[src/rtl/gray_pkg.sv]
// Shared types and default widths for the Gray-code receive path.
package gray_pkg;

    localparam int unsigned GRAY_WIDTH     = 3;
    localparam int unsigned WRAP_CNT_WIDTH = 8;

    typedef enum logic [1:0] {
        ST_UNLOCKED = 2'd0,
        ST_TRACK    = 2'd1,
        ST_FAULT    = 2'd2
    } mon_state_t;

    // Classification of one sampled step relative to the previous sample.
    typedef enum logic [1:0] {
        STEP_HOLD = 2'd0,
        STEP_FWD  = 2'd1,
        STEP_BAD  = 2'd2
    } step_t;

endpackage

[src/rtl/gray2bin.sv]
// Combinational Gray-to-binary decoder.
module gray2bin
    import gray_pkg::*;
#(
    parameter int unsigned WIDTH = GRAY_WIDTH
) (
    input  logic [WIDTH-1:0] gray,
    output logic [WIDTH-1:0] bin
);

    // Binary bit j is the XOR of all Gray bits from j upwards.
    always_comb begin
        bin = '0;
        for (int unsigned j = 0; j < WIDTH; j++) begin
            bin[j] = ^(gray >> j);
        end
    end

endmodule

[src/rtl/gray_monitor.sv]
// Samples a Gray-coded count, decodes it to binary, checks that every step is
// a legal single-bit forward move, counts wraps and flags illegal steps.
module gray_monitor
    import gray_pkg::*;
#(
    parameter int unsigned WIDTH     = GRAY_WIDTH,
    parameter int unsigned CNT_WIDTH = WRAP_CNT_WIDTH
) (
    input  logic                 Clk,
    input  logic                 Reset,
    input  logic                 Valid,
    input  logic [WIDTH-1:0]     GrayIn,
    input  logic                 Clr,
    output logic [WIDTH-1:0]     BinOut,
    output logic                 Wrap,
    output logic [CNT_WIDTH-1:0] WrapCount,
    output logic                 Locked,
    output logic                 Error
);

    mon_state_t           state;
    mon_state_t           state_nxt;
    step_t                step;

    logic [WIDTH-1:0]     prev_gray;
    logic [WIDTH-1:0]     bin_q;
    logic [WIDTH-1:0]     bin_in;
    logic [WIDTH-1:0]     diff;
    logic                 single_bit;
    logic                 at_max;
    logic                 wrap_q;
    logic                 error_q;
    logic [CNT_WIDTH-1:0] wrap_cnt_q;

    gray2bin #(
        .WIDTH(WIDTH)
    ) u_dec (
        .gray(GrayIn),
        .bin (bin_in)
    );

    // Classify the incoming sample against the last accepted one. While
    // tracking, bin_q always equals the decode of prev_gray, so it serves as
    // the previous binary value without a second decoder.
    always_comb begin
        diff       = prev_gray ^ GrayIn;
        single_bit = (diff != '0) && ((diff & (diff - WIDTH'(1))) == '0);
        at_max     = (bin_q == '1);
        step       = STEP_BAD;
        if (diff == '0) begin
            step = STEP_HOLD;
        end else if (single_bit && (bin_in == WIDTH'(bin_q + WIDTH'(1)))) begin
            step = STEP_FWD;
        end
    end

    // State register.
    always_ff @(posedge Clk) begin
        if (!Reset) begin
            state <= ST_UNLOCKED;
        end else begin
            state <= state_nxt;
        end
    end

    // Next-state logic: Clr overrides any sample.
    always_comb begin
        state_nxt = state;
        if (Clr) begin
            state_nxt = ST_UNLOCKED;
        end else if (Valid) begin
            case (state)
                ST_UNLOCKED: state_nxt = ST_TRACK;
                ST_TRACK:    if (step == STEP_BAD) state_nxt = ST_FAULT;
                ST_FAULT:    state_nxt = ST_FAULT;
                default:     state_nxt = ST_UNLOCKED;
            endcase
        end
    end

    // Output decode from state.
    always_comb begin
        Locked = (state == ST_TRACK);
    end

    // Datapath registers: reference sample, binary output, wrap and error.
    always_ff @(posedge Clk) begin
        if (!Reset) begin
            prev_gray  <= '0;
            bin_q      <= '0;
            wrap_q     <= 1'b0;
            error_q    <= 1'b0;
            wrap_cnt_q <= '0;
        end else if (Clr) begin
            wrap_q     <= 1'b0;
            error_q    <= 1'b0;
            wrap_cnt_q <= '0;
        end else begin
            wrap_q <= 1'b0;
            if (Valid) begin
                case (state)
                    ST_UNLOCKED: begin
                        prev_gray <= GrayIn;
                        bin_q     <= bin_in;
                    end
                    ST_TRACK: begin
                        if (step == STEP_FWD) begin
                            prev_gray <= GrayIn;
                            bin_q     <= bin_in;
                            if (at_max) begin
                                wrap_q <= 1'b1;
                                if (wrap_cnt_q != '1) begin
                                    wrap_cnt_q <= wrap_cnt_q + CNT_WIDTH'(1);
                                end
                            end
                        end else if (step == STEP_BAD) begin
                            prev_gray <= GrayIn;
                            bin_q     <= bin_in;
                            error_q   <= 1'b1;
                        end
                    end
                    ST_FAULT: begin
                        prev_gray <= GrayIn;
                        bin_q     <= bin_in;
                    end
                    default: begin
                        prev_gray <= prev_gray;
                    end
                endcase
            end
        end
    end

    assign BinOut    = bin_q;
    assign Wrap      = wrap_q;
    assign WrapCount = wrap_cnt_q;
    assign Error     = error_q;

endmodule

[config.mk]
export PLATFORM = sky130hd
export DESIGN_NAME = gray_monitor
export DESIGN_NICKNAME = d
export VERILOG_FILES = /design/src/rtl/gray_pkg.sv /design/src/rtl/gray2bin.sv /design/src/rtl/gray_monitor.sv
export SDC_FILE = /design/constraint.sdc
export NUM_CORES = 1
export LEC_CHECK = 0
export ABC_AREA = 1
export BUFFER_PORTS_ARGS = -buffer_cell sky130_fd_sc_hd__buf_2
export CAP_MARGIN = 0
export CORE_ASPECT_RATIO = 1.2
export CORE_UTILIZATION = 48
export CTS_CLUSTER_SIZE = 12
export DETAILED_ROUTE_END_ITERATION = 7
export GPL_TIMING_DRIVEN = 0
export HOLD_SLACK_MARGIN = 0.06
export PLACE_DENSITY = 0.73
export SLEW_MARGIN = 20
export SYNTH_ARGS = -nofsm -noshare
export SYNTH_HDL_FRONTEND = slang
export SYNTH_SLANG_ARGS = --single-unit
export TNS_END_PERCENT = 20
[constraint.sdc]
create_clock -name Clk -period 1.55 [get_ports Clk]
set_input_delay 0.0775 -clock Clk [delete_from_list [all_inputs] [get_ports Clk]]
set_output_delay 0.0775 -clock Clk [all_outputs]
set_load 0.05 [all_outputs]
# Word-level counts from Yosys, hierarchy flattened
# Index checks and enable logic that the tools add are counted.
# op_classes
bitwise	7
eq_ne	9
addsub	3
n_reduce_logical	17
muxes	11
# op_table
op	n
3-bit two-way mux	4
3-bit case mux with 2 select lines	2
3-bit parity	3
8-bit by 1-bit adder with 8-bit output, second input constant	1
8-bit inequality test, second input constant	1
4-bit AND reduction	2
3-bit zero test	2
2-bit two-way mux	3
2-bit case mux with 3 select lines	1
1-bit inverter	5
5-bit AND reduction	1
5-bit OR reduction	1
2-bit by 1-bit equality test with 1-bit output, second input constant	2
2-bit equality test, second input constant	2
2-bit OR reduction	2
3-bit by 1-bit adder with 3-bit output, second input constant	1
3-bit AND	1
3-bit equality test	1
3-bit equality test, second input constant	1
3-bit by 1-bit inequality test with 1-bit output, second input constant	1
3-bit nonzero test	1
3-bit by 1-bit subtractor with 3-bit output, second input constant	1
3-bit bitwise XOR	1
1-bit logical AND	2
other kinds (5)	5
# word_totals
regBits	18
wordCells	53
input_bits	7
out_inout_bits	14

# Depth between registers and ports, before layout
# depth
ltp_word	12
depth_mapped	13
mapped_depth_nobuf	13

# Hierarchy
# From an unflattened synthesis, not the netlist that was laid out.
# hier_totals
hier_cells	183
hier_area_um2	1246.2
# modules_own_cells
mod	instances	cells_per_inst	seq_area_each_um2	area_each_um2
gray_monitor	1	171	360.3	1194.9
gray2bin	1	12	0.0	51.3

# Worst setup path before layout
# OpenSTA, ideal clock, no wires.
# synth_path
path_type	register to register
from	register bin_q[0], in the netlist BinOut[0]
to	register wrap_cnt_q[0], in the netlist WrapCount[0]
setup_time_ns	0.113
n_path_buf	0
path_slack_ns	-0.476
synth_period_minus_slack_ns	2.026
required_time_ns	1.437
stages_incl_launch_ff	11
arrival_time_ns	1.912
path_cell_list	dfxtp_1 -> ha_1 -> ha_1 -> xnor2_1 -> nand2_1 -> nor2_4 -> nand2_4 -> nor2_8 -> nand3_4 -> nor2_1 -> nor2_1
# synth_via
elab_chain_len	7
elab_cells_between_ends	8
classes_between	add/sub: 1; eq/ne: 3; mux: 2; reduce/logical: 2
# synth_lines
element	line_no	source
start: declaration	gray_monitor.sv:26	logic [WIDTH-1:0] bin_q;
start signal: assignment	gray_monitor.sv:104	bin_q <= bin_in;
start signal: assignment	gray_monitor.sv:109	bin_q <= bin_in;
start signal: assignment	gray_monitor.sv:118	bin_q <= bin_in;
3-bit by 1-bit adder with 3-bit output	gray_monitor.sv:52	end else if (single_bit && (bin_in == WIDTH'(bin_q + WIDTH'(1)))) begin
3-bit equality test	gray_monitor.sv:52	
1-bit logical AND	gray_monitor.sv:52	
2-bit two-way mux	gray_monitor.sv:52	
2-bit two-way mux	gray_monitor.sv:50	if (diff == '0) begin
2-bit by 1-bit equality test with 1-bit output	gray_monitor.sv:107	if (step == STEP_FWD) begin
5-bit AND reduction (no source line) (*)	-	
end signal: assignment	gray_monitor.sv:113	wrap_cnt_q <= wrap_cnt_q + CNT_WIDTH'(1);
end: declaration	gray_monitor.sv:33	logic [CNT_WIDTH-1:0] wrap_cnt_q;
# Every way passes the cells marked *; elsewhere a longest branch is shown, timed or not.
# A chain may end at the register's enable or synchronous reset.

# Worst setup path in the final report
# layout_path
from	register bin_q[1], in the netlist BinOut[1]
to	register wrap_cnt_q[0], in the netlist WrapCount[0]
# The elaborated chain is that of the path after synthesis.

==> results.md <==
- CP Cell Sequence: ha_4, ha_4, xnor2_2, nand2_2, nor2_4, nand2_4, nor2_8, nand3_4, nand2_2, nand2_2, nor2_2
- Req. time, crit path: 1.78 ns
- Yosys reg bits: 17
- Startpoint types: flop
- Sink Count: 17
- Die area: 2490 sq um
- Skew-Pair Late Insertion Delay: 0.29 ns
- Detailed Route Iter0 Violations: 28
- FMAX: 564 MHz
- Crit path capture type: flop
- Violated checks: setup timing
- Syn Inst Count: 154
- Worst-Margin Slew: 0.442 ns
- Crit Path Category: reg -> reg
- Largest net degree at the start of global routing: 11
- Post-route setup slack: -0.224 ns
- Height of the chip: 54.4 um
- Initial Utilization: 52.0%
- Netlist Area Pre-Place: between 1000 and 1500 sq um
- Vias per std cell: roughly 5.2
- Crit share post-route: 114%
- Hold Fails Final Rpt: 0
- Highest metal used: met4
- Nets: 200
- P&R area growth vs syn: 27.8%
- Vias in the first global route: 930
- Placed Instance Area: 1270 sq um
- RSZ-0062 raised after global routing: true
- MaxCap Viol Count: 0
- Sequential-to-total area share from yosys stat: 30.9%
- Share of layout cells above drive strength 1: approximately a third
- Site Rows: 18
- Syn Nets: between 150 and 200
- Most frequent cells in the layout: nand2_1 (36), buf_2 (20), inv_1 (14)
- CTS tree: yes
- Slowest CP cell: dfxtp_4
- Met3 WL: 91 um
- Fin crit period: 1.77 ns
- Max VDD drop: 0.435 mV
- Slew Limit Headroom: 70.5%
- Antenna fix cells: 0
- Status: complete, but fails checks
- Pwr Total: 0.000943 W
- Drt wl/cell: roughly 11 um
- Most frequent CP cell: nand2_2
- CP max FO: 5
- Drt drc: 0
- Finished Layout Cells: 216
- Worst Clk Skew: between 0.002 and 0.0025 ns
- H-tree depth: 1
- Top-Level Pins: 21
- Most common cell after layout, fill and taps aside: nand2_1
- Total negative slack: -2.18 ns
- Clk slew on worst S/H paths: 0.10 ns
- Remaining global-route overflow: 0
- Synth cell types: 26
- Core Area: 2120 sq um
- Power per standard cell area: ~670 nW/um^2
- Met2 wire length: around 1300 um
- Final wirelength: 2460 um
- DRT Pass-1 Iters: 4
- Fill count: between 200 and 250
- Crit path buffers/inverters: 0
- GRT Total Usage: 20.8%
- Final instance area: roughly 1400 sq um
- Endpoints failing setup: 11
- Die W: 45.7 um
- First-pass GRT wire length: 3770 um
- Slew Limit Fails: 0
- Final HPWL DP: 1780 um
- Crit path DAT: 2.01 ns
- Met1 WL: 992 um
- Placer Congestion: 0.736
- Synth warnings: 0
- Total CTS buffers: 3
- Inst Count DP: 204
- Area of the multi-input gates: around 760 sq um
- ANT nets after route: 0
- Port Buffers: 20
- Crit path max-delay family: simple AND/OR/NAND/NOR gates
- Routed vias: about 1100
- Hold Path Class: in -> reg
- Max Root-Sink Buffers: 2
- Sequential cell area: 350 sq um
- Leak Pwr: about 0.66 nW
- Clock root buffer: clkbuf_4
- Mean Syn Cell Area: between 7 and 8 sq um
- Initial antenna violation count: 0
- Critical Path Max Stage Delay: 0.36 ns
## metrics by stage
stage	setup WS (ns)	hold slack (ns)	utilization, %
global placement	-0.234	0.366	60.1
CTS	-0.172	0.0830	64.1
global route	-0.325	0.103	66.4
detailed placement	-0.250	0.372	60.1
floorplan	-0.208	0.206	-
finish	-0.224	0.108	66.4
## tightest hold or removal path: stages
cell     delay, ns
buf_2         0.13
a21oi_1       0.07
nor2_1        0.09
## cell families after synthesis
| logic type | Yosys count | synth area share [%] |
|---|---|---|
| AND/OR/NAND/NOR | 84 | 40.0 |
| adder cells (fa/ha/maj) | 6 | 6.83 |
| XOR/XNOR | 7 | 5.57 |
| buffers and inverters | 20 | 7.17 |
| flip-flops | 17 | 30.9 |
| AO/OA/AOI/OAI | 20 | 9.44 |
## per-layer routing
| metal | vias up | GRT usage, % |
|---|---|---|
| li1 | 575 | - |
| met3 | 6 | 3.30 |
| met1 | 507 | 22.1 |
| met4 | 0 | 8.82 |
| met2 | 31 | 39.8 |
| met5 | - | 0 |
## sequential cells by signal (all words and copies together) (netlist names)
register,flops
state,2
Error,1
Wrap,1
WrapCount,8
BinOut,2
prev_gray,3
## cell type report
class | count | share of cell area, %
Buffer | 1 | 0.534
Clock buffer | 3 | 1.60
Clock inverter | 1 | 0.356
Inverter | 19 | 5.08
Multi-Input combinational cell | 119 | 54.3
Sequential cell | 17 | 24.9
Tap cell | 30 | 2.67
Timing Repair Buffer | 26 | 10.5
## final timing paths
check	start	to	slack, ns	cells after the start
worst min-delay path	Valid	state[0]	0.11	3
worst min register to register	Error	Error	0.47	1
worst max register to register	BinOut[1]	WrapCount[0]	-0.22	11
worst max-delay path	BinOut[1]	WrapCount[0]	-0.22	11
## synth_stat cells (all sizes together)
cell	n	share of area (%)
a21oi	13	5.9
o21a	1	0.68
nor4	1	0.57
nand4	8	4.6
nor3b	1	0.68
inv	19	6.5
a31oi	1	0.57
nand2	47	19
xnor2	3	2.4
dfxtp	17	31
buf	1	0.68
nor3	1	0.45
xor2	4	3.2
ha	6	6.8
nor2	11	6.1
o21ai	5	2.3
nand3	14	8.0
nand3b	1	0.68
## what timing repair did
action | CTS | global route
hold endpoints to repair | 1 | 0
endpoints found under the setup margin | 11 | 12
resized for setup | 2 | 8
hold buffers | 1 | 0
buffers inserted | 2 | 3
gates cloned | 2 | 0
pin swaps | 9 | 15
## power by group
part / internal (W) / total [W] / leakage (nW) / switching (W)
sequential: 0.000448 / 0.000460 / 0.141 / 0.0000120
clock: 0.0000958 / 0.000235 / 0.0177 / 0.000139
combinational: 0.0000912 / 0.000248 / 0.503 / 0.000157
total: 0.000635 / 0.000943 / 0.661 / 0.000308
No activity file was read; power rests on OpenSTA's default activity.
